<file path="config.mk">
export PLATFORM = sky130hd
export DESIGN_NAME = xor_autotest
export DESIGN_NICKNAME = d
export VERILOG_FILES = /design/src/rtl/xor_autotest.sv
export SDC_FILE = /design/constraint.sdc
export NUM_CORES = 1
export LEC_CHECK = 0
export CAP_MARGIN = 30
export CORE_MARGIN = 10
export CORE_UTILIZATION = 45
export DETAILED_ROUTE_END_ITERATION = 16
export PLACE_DENSITY = 0.7
export SYNTH_ARGS = -nofsm -noshare
export SYNTH_HDL_FRONTEND = slang
export SYNTH_SLANG_ARGS = --single-unit
</file>
<file path="constraint.sdc">
create_clock -name clk -period 2.75 [get_ports clk]
set_input_delay 0.825 -clock clk [delete_from_list [all_inputs] [get_ports clk]]
set_output_delay 0.825 -clock clk [all_outputs]
set_load 0.1 [all_outputs]
</file>
<file path="src/rtl/xor_autotest.sv">
// xor_autotest: built-in self test for an external 4-bit XOR.
// Walks all 256 {a,b} operand pairs, holds each pair for SETTLE cycles,
// then compares the returned result against a^b. It counts mismatches
// and keeps the operands and result of the first failing vector.
module xor_autotest #(
    parameter int unsigned SETTLE       = 1,
    parameter bit          STOP_ON_FAIL = 1'b1
) (
    input  logic       clk,
    input  logic       rst,
    input  logic       start,
    output logic [3:0] a_o,
    output logic [3:0] b_o,
    input  logic [3:0] z_i,
    output logic       busy,
    output logic       done,
    output logic       pass,
    output logic [3:0] err_a,
    output logic [3:0] err_b,
    output logic [3:0] err_z,
    output logic [8:0] err_count
);

    typedef enum logic [1:0] {
        ST_IDLE,
        ST_SETTLE,
        ST_CHECK,
        ST_DONE
    } state_t;

    localparam logic [3:0] SETTLE_LOAD = 4'(SETTLE);

    state_t     state;
    logic [7:0] vec_idx;
    logic [3:0] settle_cnt;
    logic       mismatch;
    logic [8:0] next_count;

    // The vector index is the operand pair itself: a is the outer loop, b the inner.
    assign a_o = vec_idx[7:4];
    assign b_o = vec_idx[3:0];

    // Compare the returned result against the golden XOR and form the updated error tally.
    always_comb begin
        mismatch   = 1'b0;
        next_count = err_count;
        if (state == ST_CHECK && z_i != (a_o ^ b_o)) begin
            mismatch   = 1'b1;
            next_count = err_count + 9'd1;
        end
    end

    // Sequencer: launch on start, settle each vector, check it, then advance or finish.
    always_ff @(posedge clk) begin
        if (rst) begin
            state      <= ST_IDLE;
            vec_idx    <= 8'd0;
            settle_cnt <= 4'd0;
            busy       <= 1'b0;
            done       <= 1'b0;
            pass       <= 1'b0;
            err_a      <= 4'd0;
            err_b      <= 4'd0;
            err_z      <= 4'd0;
            err_count  <= 9'd0;
        end else begin
            case (state)
                ST_IDLE, ST_DONE: begin
                    if (start) begin
                        vec_idx    <= 8'd0;
                        settle_cnt <= SETTLE_LOAD;
                        busy       <= 1'b1;
                        done       <= 1'b0;
                        pass       <= 1'b0;
                        err_a      <= 4'd0;
                        err_b      <= 4'd0;
                        err_z      <= 4'd0;
                        err_count  <= 9'd0;
                        state      <= ST_SETTLE;
                    end
                end
                ST_SETTLE: begin
                    settle_cnt <= settle_cnt - 4'd1;
                    if (settle_cnt <= 4'd1) begin
                        state <= ST_CHECK;
                    end
                end
                ST_CHECK: begin
                    err_count <= next_count;
                    if (mismatch && err_count == 9'd0) begin
                        err_a <= a_o;
                        err_b <= b_o;
                        err_z <= z_i;
                    end
                    if (vec_idx == 8'hFF || (mismatch && STOP_ON_FAIL)) begin
                        busy  <= 1'b0;
                        done  <= 1'b1;
                        pass  <= (next_count == 9'd0);
                        state <= ST_DONE;
                    end else begin
                        vec_idx    <= vec_idx + 8'd1;
                        settle_cnt <= SETTLE_LOAD;
                        state      <= ST_SETTLE;
                    end
                end
                default: begin
                    state <= ST_IDLE;
                end
            endcase
        end
    end

endmodule

</file>
==> qor.yml <==
status: "finished clean"
hold_viol_final: 0
critPathMaxStageDelay_ps: 750
slew_headroom_pct: 36.86
crit_chain: "clkdlybuf4s50_1 > xnor3_1 > and4_4 > o21ai_1 > a21oi_1 > a22o_1"
crit_path_start_kind: "input port"
pin_count: 39
core-area_um2: 4723
slew_viol_final: 0
fin_util_pct: 58.91
portBuffers: 38
rows: 25
cts_sinks: 38
cts_resized: 0
grt_pass1_wl_mm: 9.446
holdBufCountCts: 0
maxCapViolCount: 0
p_leak_nw: 1.139
syn_inst: 252
busiest_layer: "met2"
area_growth_syn_to_layout_pct: 26.72
p_clk_share_pct: 33.3
grt_pass1_vias: 1898
dp_cells: 356
drive_above_1_share_pct: 22.22
crit_fanout: 12
clk_path_buf_depth: 2
synth_edf_count: 0
ys_warn_count: 0
pwr-share-comb_pct: 32.2
instances_no_fill: 364
dp_hpwl_mm: 4.148
first_pass_iters: 4
ys_ff_latch: 38
crit_arrival_ps: 2820
antenna_cells: 0
p_total_mw: 1.779
async_flop_share_pct: 0
routabilityCongestion: 0.8344
slowest_stage: "a21oi_1"
ant_nets: 0
worstPathRequired_ps: 2980
wirelength_mm: 5.612
rsz0062_at_grt: "no"
vias: 2023
critical_path_class: "in2reg"
cts_tree: "yes"
pre_cts_slack_ps: -109.8
internal-power_mw: 1.172
start_util_pct: 46.49
cts_setup_buffers: 0
routedWlPerCell_um: 15.42
dieArea_um2: 8074
synth-seq-area-share_pct: 34.64
use_met1_pct: 18.02
root_buffer: "clkbuf_8"
drc: 0
fmax_mhz: 386.2
fin_worst_skew_ps: 9.862
synth_nets: 267
peakVddDrop_mv: 0.3908
layout_common_cells: "buf_4 (52), dfxtp_1 (38), a21oi_1 (17), nand2_1 (17), nor2_1 (15)"
final.setup.tns_ps: 0
cp-end-kind: "flop"
grt_antenna_before_repair: 0
ys_types: 50
cts_buffers: 5
die_y_um: 89.86
grt_overflow: 0
p_switching_mw: 0.6062
num-fill-cells: 443
ys.flop_type: "dfxtp_1"
drt_iter0_drc: 129
grt_use_met3_pct: 3.741
switching_share_pct: 34.08
setup_violations: 0
final_common_cell: "buf_4"
fin_nets: 311
cts_htree_levels: 2
power_density_nw_per_um2: 639.2
worst_hold_path.num_cells: 1
die_w_um: 89.86
p_seq_share_pct: 34.5
period_share_pct: 94.15
viasPerCell: 5.558
grt_max_degree: 17
clkTransAtPathRegs_ps: 70
worstSkewPairLatency_ps: 300
setup_ws_ps: 160.7
netlist_area_um2: 2196
grtUsageMet2_pct: 21.25
synth_area_per_cell_um2: 8.714
ff2ff_path_depth: 7
layout_min_cycle_time_ps: 2589
hold_path.class: "reg2reg"
grt_use_total_pct: 13.66
worst_slew_pin_slew_ps: 947.1
## worst max-delay path: cells and delay by family
family,cells,cell delay [ps]
and+or+nand+nor,1,230
AOI/OAI and AO/OA,3,1070
buffers and inverters,1,440
xor gates and xnor gates,1,250
## layer usage
layer,routed length [µm],up-vias
met5,0,-
met4,36,0
met3,255,6
met2,2504,51
met1,2815,943
li1,-,1023
## cell families (layout without fill, tap and decap cells)
family	after synthesis	in the layout	synth area share [%]
buf+inv	30	75	6.382
xor+xnor	5	5	4.502
compound gates	69	69	21.03
flops	38	38	34.64
simple gates	93	93	24.79
fa+ha+maj	8	8	4.559
mux	9	9	4.103
## power groups by stage
stage                     Combinational, mW  Clock (mW)  Sequential (mW)
after floorplan                       0.329           0            0.697
after global placement                0.564           0            0.625
after detailed placement              0.567           0            0.626
after CTS                             0.570       0.601            0.613
after global routing                  0.627       0.631            0.620
final                                 0.572       0.592            0.614
## area by class of cell
cell class	count	area (µm²)	area share [%]
clock inverters	2	60.06	2.158
clock buffers	6	82.58	2.968
flip-flops and latches	38	760.7	27.34
repair buffers	59	470.5	16.91
inverters	8	30.03	1.079
well taps	67	83.83	3.013
multi-input cells	184	1295	46.54
## per-stage QoR
step / area, µm² / hold WS (ps)
after floorplan: 2196 / 456.6
after global placement: 2640 / 465.3
after detailed placement: 2640 / 465.5
after CTS: 2783 / 484.6
after global routing: 2783 / 494.9
final: 2783 / 481.9
## sequential cells by signal (all words and copies together), names as in the netlist
name	count
done	1
err_z	4
err_count	9
state	2
settle_cnt	4
err_a	4
busy	1
err_b	4
pass	1
vec_idx	8
## path summary, 6_finish.rpt
| kind | startpoint | end | slack (ps) |
|---|---|---|---|
| worst max-delay path | z_i[1] | err_b[1]$_SDFFE_PP0P_ | 160 |
| worst min-delay path | err_a[3]$_SDFFE_PP0P_ | err_a[3]$_SDFFE_PP0P_ | 480 |
| worst max register to register | state[0]$_SDFFE_PP0P_ | err_b[1]$_SDFFE_PP0P_ | 530 |
| worst min register to register | err_a[3]$_SDFFE_PP0P_ | err_a[3]$_SDFFE_PP0P_ | 480 |
## synthesized netlist by cell type, drive strengths merged (3+ instances only)
cell type | instances | area share, %
a21oi | 17 | 3.9
a22o | 12 | 4.8
and3 | 3 | 0.85
and4 | 6 | 2.5
buf | 11 | 3.1
clkbuf | 11 | 1.9
dfxtp | 38 | 35
ha | 8 | 4.6
inv | 8 | 1.4
mux2i | 9 | 4.1
nand2 | 17 | 2.9
nand2b | 10 | 2.8
nand3 | 9 | 2.1
nand3b | 3 | 1.0
nand4 | 7 | 2.3
nor2 | 15 | 2.6
nor2b | 5 | 1.4
nor3 | 3 | 0.68
nor4 | 6 | 2.4
o21ai | 16 | 3.6
o31ai | 5 | 1.7
or3 | 4 | 1.1
or4 | 3 | 1.0
xnor3 | 4 | 4.1
Note: power is estimated with default switching activity, not from simulation.
